===== src/rtl/jk_bank_arbiter.sv =====
// rtl/jk_bank_arbiter.sv - two-requester round-robin arbiter over a bank of JK cells
//
// Purpose: two requesters share a bank of N_CELLS JK flip-flop cells. Each
// command (hold/reset/set/toggle on one cell) is granted round-robin. It
// produces one cycle of registered j/k strobes and updates the bank. It then
// returns a one-cycle ack to the requester that was granted.
// Optional feature: define JKB_BROADCAST_EN to add bc0/bc1 inputs. These apply
// the granted op to every cell.
//
// Ports:
//   clk              rising-edge clock
//   rst              asynchronous active-low reset
//   req0/op0/idx0    requester 0 command (held until ack0)
//   bc0              requester 0 broadcast (JKB_BROADCAST_EN only)
//   ack0             requester 0 one-cycle completion pulse
//   req1/op1/idx1    requester 1 command (held until ack1)
//   bc1              requester 1 broadcast (JKB_BROADCAST_EN only)
//   ack1             requester 1 one-cycle completion pulse
//   err              one-cycle pulse with ack: index out of range
//   busy             high while not IDLE
//   j_vec/k_vec      registered per-cell strobes, nonzero only in APPLY
//   q/qb             bank state and its complement
module jk_bank_arbiter #(
    parameter int N_CELLS = 8,
    parameter int IDX_W   = 3
) (
    input  logic               clk,
    input  logic               rst,
    input  logic               req0,
    input  logic [1:0]         op0,
    input  logic [IDX_W-1:0]   idx0,
`ifdef JKB_BROADCAST_EN
    input  logic               bc0,
`endif
    output logic               ack0,
    input  logic               req1,
    input  logic [1:0]         op1,
    input  logic [IDX_W-1:0]   idx1,
`ifdef JKB_BROADCAST_EN
    input  logic               bc1,
`endif
    output logic               ack1,
    output logic               err,
    output logic               busy,
    output logic [N_CELLS-1:0] j_vec,
    output logic [N_CELLS-1:0] k_vec,
    output logic [N_CELLS-1:0] q,
    output logic [N_CELLS-1:0] qb
);

    typedef enum logic [1:0] {
        IDLE  = 2'd0,
        APPLY = 2'd1,
        DONE  = 2'd2
    } state_t;

    localparam logic [IDX_W:0] N_LIM = (IDX_W+1)'(N_CELLS);

    state_t             state;
    state_t             state_next;
    logic               ptr;
    logic               grant;
    logic               err_pend;
    logic               any_req;
    logic               sel;
    logic [1:0]         sel_op;
    logic [IDX_W-1:0]   sel_idx;
    logic               sel_bc;
    logic               in_range;
    logic [N_CELLS-1:0] onehot;
    logic [N_CELLS-1:0] mask;

    // On contention the pointer names the winner; otherwise the lone requester wins.
    always_comb begin
        any_req  = req0 | req1;
        sel      = (req0 & req1) ? ptr : req1;
        sel_op   = sel ? op1 : op0;
        sel_idx  = sel ? idx1 : idx0;
`ifdef JKB_BROADCAST_EN
        sel_bc   = sel ? bc1 : bc0;
`else
        sel_bc   = 1'b0;
`endif
        in_range = {1'b0, sel_idx} < N_LIM;
        onehot   = '0;
        for (int i = 0; i < N_CELLS; i++) begin
            onehot[i] = (sel_idx == IDX_W'(i));
        end
        // An out-of-range index matches no bit, so the mask is already empty.
        mask = sel_bc ? {N_CELLS{1'b1}} : onehot;
    end

    always_ff @(posedge clk or negedge rst) begin
        if (!rst) begin
            state <= IDLE;
        end else begin
            state <= state_next;
        end
    end

    always_comb begin
        state_next = state;
        case (state)
            IDLE:    if (any_req) state_next = APPLY;
            APPLY:   state_next = DONE;
            DONE:    state_next = IDLE;
            default: state_next = IDLE;
        endcase
    end

    always_ff @(posedge clk or negedge rst) begin
        if (!rst) begin
            ptr      <= 1'b0;
            grant    <= 1'b0;
            err_pend <= 1'b0;
            j_vec    <= '0;
            k_vec    <= '0;
            q        <= '0;
            ack0     <= 1'b0;
            ack1     <= 1'b0;
            err      <= 1'b0;
        end else begin
            case (state)
                IDLE: begin
                    if (any_req) begin
                        grant    <= sel;
                        j_vec    <= sel_op[1] ? mask : '0;
                        k_vec    <= sel_op[0] ? mask : '0;
                        err_pend <= !in_range && !sel_bc;
                    end
                end
                APPLY: begin
                    // JK next state: set where j & ~q, keep where ~k & q.
                    q     <= (j_vec & ~q) | (~k_vec & q);
                    j_vec <= '0;
                    k_vec <= '0;
                    ack0  <= ~grant;
                    ack1  <= grant;
                    err   <= err_pend;
                end
                DONE: begin
                    ack0 <= 1'b0;
                    ack1 <= 1'b0;
                    err  <= 1'b0;
                    ptr  <= ~grant;
                end
                default: begin
                    j_vec <= '0;
                    k_vec <= '0;
                end
            endcase
        end
    end

    assign busy = (state != IDLE);
    assign qb   = ~q;

endmodule


===== config.mk =====
export PLATFORM = sky130hd
export DESIGN_NAME = jk_bank_arbiter
export DESIGN_NICKNAME = d
export VERILOG_FILES = /design/src/rtl/jk_bank_arbiter.sv
export SDC_FILE = /design/constraint.sdc
export NUM_CORES = 1
export LEC_CHECK = 0
export BUFFER_PORTS_ARGS = -buffer_cell sky130_fd_sc_hd__clkbuf_2
export CAP_MARGIN = 20
export CORE_ASPECT_RATIO = 1.5
export CORE_MARGIN = 3
export CORE_UTILIZATION = 49
export CTS_CLUSTER_DIAMETER = 200
export DETAILED_ROUTE_END_ITERATION = 6
export MAX_ROUTING_LAYER = met4
export PLACE_DENSITY = 0.82
export SYNTH_ARGS = -nofsm -noshare
export SYNTH_HDL_FRONTEND = slang
export SYNTH_SLANG_ARGS = --single-unit
export TNS_END_PERCENT = 100

===== constraint.sdc =====
create_clock -name clk -period 2.5 [get_ports clk]
set_input_delay 0.5 -clock clk [delete_from_list [all_inputs] [get_ports clk]]
set_output_delay 0.5 -clock clk [all_outputs]
set_load 0.05 [all_outputs]

==> summary.md, run 1 <==
| Metric | Value |
|---|---|
| PortBufs | 48 |
| Hold violation count in the final report | 0 |
| N_diodes | 0 |
| Crit path DAT | 1.42 ns |
| Worst-path fanout max | 5 |
| Maxcap violations | 0 |
| Fmax | 521.6 MHz |
| # DRC | 0 |
| Detailed Route Iter0 Violations | 37 |
| Hold-fix buffers, CTS | 0 |
| Status | complete, no violations |
| Clock Tree Root | clkbuf_8 |
| Synth Cell Area | 1565 µm² |
| GRT overflow | 0 |
| I/O pins | 50 |
| Most frequent cells in the layout | clkbuf_2 (48), dfrtp_1 (30), nand2_1 (18) |
| Syn-to-layout area delta | 20.94% |
| Syn nets | 183 |
| Unrepaired setup endpoints after global routing | no |
| Worst VDD drop | 0.0009725 V |
| Fraction of registers with async set/reset | 100.0% |
| Synth Warn # | 0 |
| R2r endpoint | k_vec[0]$_DFFE_PN0P_ |
| GPL Wtd Cong | 0.9154 |
| Seq cells post-synth | 30 |
| CTS buffer count | 5 |
| Lkg Pwr | 0.0009452 µW |
| Vias in the first global route | 1291 |
| CP Class | reg2out |
| Largest net degree at the start of global routing | 31 |
| 1st-pass router iterations | 4 |
| Final Cell Area | 1893 µm² |
| CTS tree | yes |
| Top FF cell, synth | dfrtp_1 |
| Worst Skew | 0.002351 ns |
| Clock H-tree levels | 2 |
| Commonest non-fill, non-tap cell in the layout | clkbuf_2 |
| WL final | 3344 µm |
| Skew-Pair Late Insertion Delay | 0.28 ns |
| Core Region | 2973 µm² |
| Vias/cell | 5.405 |
| Clk buf depth | 2 |
| DR WL/cell | 13.27 µm |
| Final #Nets | 230 |
| Hold WC Path Type | in2async |
| Worst Setup Start Kind | flop |
| Vias | 1362 |
| R2R setup slack | 0.78 ns |
| Initial antenna violation count | 0 |
| Synth Instances | 165 |
| Slew at the pin closest to its max-slew limit | 0.7031 ns |
| Power Density | 1264 nW/µm² |
| # rows | 24 |
| Netlist cell types | 39 |
| First-pass GRT wire length | 5727 µm |
| Crit path time final | 1.917 ns |
| Max-slew violation count | 0 |
| Reg-to-Reg Start | state[0]$_DFFE_PN0N_ |
| Crit path required time | 2.00 ns |
| EDFF count, synth | 0 |
| Final setup violating endpoints | 0 |
| Die extent in y | 75.22 µm |
| Sequential area share after synthesis | 47.96% |
| DIE WIDTH | 52.15 µm |
| Post-CTS sizing | 0 |
| Die area | 3922 µm² |
| DP HPWL | 2599 µm |
| Post-place instance area | 1802 µm² |
| Crit end category | output pin |
| Antenna Nets Post-Route | 0 |
| GR Util All Layers | 20.26% |
| Clk slew on worst S/H paths | 0.06 ns |
| Tot Pwr | 2392 µW |
| Share of cells above drive strength 1 | 29.11% |
| Post-route setup TNS | 0 ns |
| Reg2reg path depth | 6 |
| Slew HR | 53.13% |
| Initial Util | 52.65% |
| Final period util | 76.69% |
| Sink Count | 30 |
| Post-CTS Setup Inserts | 0 |
| Syn Area/Cell | 9.486 µm² |
-- metrics by stage --
| stage | util [%] | setup slack, ns | instances | hold slack, ns |
|---|---|---|---|---|
| after floorplan | - | 1.001 | 165 | 0.2044 |
| final | 63.68 | 0.5828 | 252 | 0.2600 |
| after detailed placement | 60.61 | 0.7542 | 244 | 0.4749 |
| after CTS | 63.68 | 0.5686 | 252 | 0.2872 |
| after global routing | 63.68 | 0.5196 | 252 | 0.3168 |
| after global placement | 60.61 | 0.7541 | 244 | 0.4703 |
-- metal layers --
metal	wire [µm]	vias up	track usage, %
met1	1503	624	25.06
met3	204	9	4.158
met5	0	-	-
met2	1574	52	32.59
met4	61	0	7.670
li1	-	677	-
-- registers in the layout, summed over array words and instances (netlist names) --
name   flops
ack0       1
ack1       1
grant      1
j_vec      8
k_vec      8
ptr        1
q          8
state      2
-- layout make-up --
cell class,count,area (µm²)
Clock buffer,7,86.33
Clock inverter,1,5.005
Fill cell,279,1080
Inverter,16,60.06
Multi-Input combinational cell,111,701.9
Sequential cell,30,750.7
Tap cell,39,48.80
Timing Repair Buffer,48,240.2
-- kinds of logic after synthesis --
logic type,after synthesis,share of synthesized area (%)
adders and majority gates,4,3.198
AOI/OAI and AO/OA,64,27.18
DFF,30,47.96
muxes,1,0.7194
and+or+nand+nor,41,13.51
buffers and inverters,24,7.194
other,1,0.2396
-- report_power, final --
group          leakage (µW)  switching [µW]  internal (µW)  total, µW
clock network     0.0000482             169            221        391
registers          0.000397             110            615        725
logic              0.000500             976            301       1280
-- synth_stat cells, drive strengths merged (4+ instances only) --
master,number,area [µm²]
a31oi,9,56.30
a22o,7,61.31
buf,6,45.04
nand2,18,67.56
a21oi,17,88.84
o21ai,18,93.84
nor2,5,18.77
ha,4,50.05
inv,16,60.06
dfrtp,30,750.7
o21a,4,30.03
-- critical path: stages, from the launching register on --
cell	delay, ns
dfrtp_1	0.40
inv_1	0.09
ha_1	0.25
inv_1	0.11
clkbuf_2	0.28
-- worst max-delay path by stage --
| stage | startpoint | endpoint | slack, ns | cells past startpoint |
|---|---|---|---|---|
| 2_1_floorplan | state[0]$_DFFE_PN0N_ | busy | 1.00 | 3 |
| 3_3_place_gp | req1 | k_vec[0]$_DFFE_PN0P_ | 0.75 | 5 |
| 3_5_place_dp | req1 | j_vec[6]$_DFFE_PN0P_ | 0.75 | 5 |
| 4_1_cts | state[0]$_DFFE_PN0N_ | busy | 0.57 | 4 |
| 5_1_grt | state[0]$_DFFE_PN0N_ | busy | 0.52 | 4 |
| 6_report | state[0]$_DFFE_PN0N_ | busy | 0.58 | 4 |
(Power assumes the default switching activity.)
==> run 2: changes to the inputs <==
--- a/config.mk
+++ b/config.mk
@@ -5,15 +5,16 @@
 export SDC_FILE = /design/constraint.sdc
 export NUM_CORES = 1
 export LEC_CHECK = 0
+export ABC_AREA = 1
 export BUFFER_PORTS_ARGS = -buffer_cell sky130_fd_sc_hd__clkbuf_2
 export CAP_MARGIN = 20
 export CORE_ASPECT_RATIO = 1.5
 export CORE_MARGIN = 3
-export CORE_UTILIZATION = 49
+export CORE_UTILIZATION = 45
 export CTS_CLUSTER_DIAMETER = 200
 export DETAILED_ROUTE_END_ITERATION = 6
 export MAX_ROUTING_LAYER = met4
-export PLACE_DENSITY = 0.82
+export PLACE_DENSITY = 0.8
 export SYNTH_ARGS = -nofsm -noshare
 export SYNTH_HDL_FRONTEND = slang
 export SYNTH_SLANG_ARGS = --single-unit
==> constraint.sdc (replaced) <==
create_clock -name clk -period 1.56 [get_ports clk]
set_input_delay 0.312 -clock clk [delete_from_list [all_inputs] [get_ports clk]]
set_output_delay 0.312 -clock clk [all_outputs]
set_load 0.05 [all_outputs]
==> run 2 against run 1 <==
Total power is 88% higher. Sequential share of layout area is 1.4 points lower. First-iteration DRC count is 35% lower.
==> summary.md, run 2 <==
| Metric | Value |
|---|---|
| Sequential area share after synthesis | 49.88% (was 47.96%) |
| Hold violation count in the final report | 0 (unchanged) |
| # rows | 25 (was 24) |
| Largest net degree at the start of global routing | 17 (was 31) |
| Synth Cell Area | 1505 µm² (was 1565 µm²) |
| N_diodes | 0 (unchanged) |
| Antenna Nets Post-Route | 0 (unchanged) |
| Share of the synthesized area in the top cell type | 49.88% (was 47.96%) |
| Synth Warn # | 0 (unchanged) |
| Share of cells above drive strength 1 | 35.81% (was 29.11%) |
| Vias | 1285 (was 1362) |
| First-pass GRT wire length | 5478 µm (was 5727 µm) |
| CTS tree | yes (unchanged) |
| EDFF count, synth | 0 (unchanged) |
| Initial Util | 47.18% (was 52.65%) |
| Clock H-tree levels | 2 (unchanged) |
| Worst Skew | 0.003811 ns (was 0.002351 ns) |
| 1st-pass router iterations | 5 (was 4) |
| Max-slew violation count | 0 (unchanged) |
| # DRC | 0 (unchanged) |
| Count leader, synth | nand2_1 (was dfrtp_1) |
| Skew-Pair Late Insertion Delay | 0.28 ns (about the same) |
| Status | complete, no violations (unchanged) |
| Clk slew on worst S/H paths | 0.06 ns (about the same) |
| Detailed Route Iter0 Violations | 24 (was 37) |
| Vias in the first global route | 1227 (was 1291) |
| Fraction of registers with async set/reset | 100.0% (unchanged) |
| Syn nets | 189 (was 183) |
| Syn-to-layout area delta | 30.26% (was 20.94%) |
| Seq cells post-synth | 30 (unchanged) |
| Crit path time final | 1.491 ns |
| DIE WIDTH | 53.22 µm (was 52.15 µm) |
| Largest area contributor in the netlist | dfrtp_1 (unchanged) |
| Lkg Pwr | 0.001114 µW (was 0.0009452 µW) |
| Largest regs | j_vec: 8 flops, k_vec: 8 flops, q: 8 flops (unchanged) |
| Crit end category | output pin (unchanged) |
| Fmax | 670.5 MHz |
| Syn Area/Cell | 8.802 µm² (was 9.486 µm²) |
| CP Class | reg2out (unchanged) |
| GPL Wtd Cong | 0.8689 (was 0.9154) |
| Power Density | 2297 nW/µm² (was 1264 nW/µm²) |
| Final #Nets | 246 (was 230) |
| Worst Setup Start Kind | flop (unchanged) |
| WL final | 3093 µm (was 3344 µm) |
| Commonest cells post-synth | nand2_1 (47), dfrtp_1 (30), nand3_1 (23) (was dfrtp_1 (30), nand2_1 (18), a21oi_1 (16), inv_1 (16), o21ai_0 (13)) |
| Vias/cell | 4.777 (was 5.405) |
| DR WL/cell | 11.50 µm (was 13.27 µm) |
| Area contributors post-synth | dfrtp_1 (50%), nand2_1 (12%), nand3_1 (7.6%) (was dfrtp_1 (48%), a21oi_1 (5.1%), nand2_1 (4.3%)) |
| GRT overflow | 0 (unchanged) |
| GR Util All Layers | 18.56% (was 20.26%) |
| Clock Tree Root | clkbuf_8 (unchanged) |
| Crit path DAT | 1.18 ns (was 1.42 ns) |
| PortBufs | 48 (unchanged) |
| Die extent in y | 76.83 µm (was 75.22 µm) |
| Worst VDD drop | 0.001446 V (was 0.0009725 V) |
| Synth Instances | 171 (was 165) |
| Post-route setup TNS | 0 ns (unchanged) |
| Top FF cell, synth | dfrtp_1 (unchanged) |
| Initial antenna violation count | 0 (unchanged) |
| Unrepaired setup endpoints after global routing | no (unchanged) |
| Final hold slack | 0.4094 ns (was 0.2600 ns) |
| Tot Pwr | 4504 µW (was 2392 µW) |
| Hold WC Path Type | in2reg (was in2async) |
| DP HPWL | 2358 µm (was 2599 µm) |
| Clk buf depth | 2 (unchanged) |
| Most frequent cells in the layout | nand2_1 (47), clkbuf_2 (47), dfrtp_1 (30) (was clkbuf_2 (48), dfrtp_1 (30), nand2_1 (18)) |
| CTS buffer count | 5 (unchanged) |
| Final period util | 95.61% |
| Worst-path fanout max | 3 (was 5) |
| Maxcap violations | 0 (unchanged) |
| Netlist cell types | 22 (was 39) |
| Die area | 4089 µm² (was 3922 µm²) |
| Final setup violating endpoints | 0 (unchanged) |
| Core Region | 3191 µm² (was 2973 µm²) |
| I/O pins | 50 (unchanged) |
| Crit path required time | 1.25 ns (was 2.00 ns) |
| Sink Count | 30 (unchanged) |
[run 2: where the power goes]
group / internal (µW) / total [µW] / switching [µW] / leakage (µW)
Combinational: 656 / 2520 / 1870 / 0.000661
Sequential: 1020 / 1220 / 200 / 0.000394
Clock: 469 / 762 / 293 / 0.0000579
[run 2: cell type report]
| cell class | count | area [µm²] |
|---|---|---|
| fillers | 294 | 1230 |
| multi-input cells | 113 | 634.4 |
| well taps | 40 | 50.05 |
| repair buffers | 55 | 327.8 |
| clock buffers | 5 | 68.82 |
| clock inverters | 3 | 40.04 |
| flip-flops and latches | 30 | 750.7 |
| inverters | 23 | 88.84 |
[run 2: routing by layer]
| metal | wire, µm | vias up | GRT usage, % |
|---|---|---|---|
| li1 | - | 664 | - |
| met1 | 1290 | 574 | 21.74 |
| met2 | 1561 | 39 | 28.99 |
| met3 | 173 | 8 | 4.660 |
| met4 | 68 | 0 | 8.696 |
| met5 | 0 | - | - |
[run 2: metrics by stage]
| stage | utilization [%] | setup WS, ns | cells | area [µm²] |
|---|---|---|---|---|
| finish | 61.45 | 0.06851 | 269 | 1961 |
| global route | 61.45 | 0.02043 | 269 | 1961 |
| CTS | 60.98 | 0.01540 | 268 | 1946 |
| detailed placement | 56.39 | 0.09931 | 258 | 1799 |
| global placement | 56.39 | 0.1629 | 258 | 1799 |
| floorplan | - | 0.02485 | 171 | 1505 |
[run 2: final timing paths]
kind | from | end | slack [ns] | depth (start not counted)
setup / recovery | state[0]$_DFFE_PN0N_ | busy | 0.07 | 4
hold / removal | req0 | state[1]$_DFFE_PN0N_ | 0.41 | 4
setup reg to reg | state[0]$_DFFE_PN0N_ | j_vec[7]$_DFFE_PN0P_ | 0.13 | 8
hold reg to reg | k_vec[1]$_DFFE_PN0P_ | q[1]$_DFFE_PN0N_ | 0.48 | 1
max in group asynchronous | rst | q[0]$_DFFE_PN0N_ | 0.63 | 3
min in group asynchronous | rst | j_vec[6]$_DFFE_PN0P_ | 0.50 | 2
[run 2: cells by family (layout without fill, tap and decap cells)]
| family | Yosys count | in the layout | share of synthesized area, % |
|---|---|---|---|
| other | 1 | 1 | 0.2491 |
| AOI/OAI and AO/OA | 23 | 23 | 8.396 |
| and+or+nand+nor | 85 | 85 | 29.68 |
| adders and majority gates | 4 | 4 | 3.325 |
| DFF | 30 | 30 | 49.88 |
| buffers and inverters | 28 | 86 | 8.479 |
[run 2: repair_timing]
item / CTS / global route
endpoints found under the hold margin: 14 / 0
hold buffers: 1 / 0
resized for setup: 4 / 4
setup buffers: 1 / 1
pin swaps: 0 / 1
endpoints found under the setup margin: 1 / 16
[run 2: worst max-delay path, cell delays in order, from the launching register on]
cell and delay [ns]:
dfrtp_1 0.41, inv_2 0.08, ha_2 0.19, inv_2 0.05
clkbuf_16 0.16
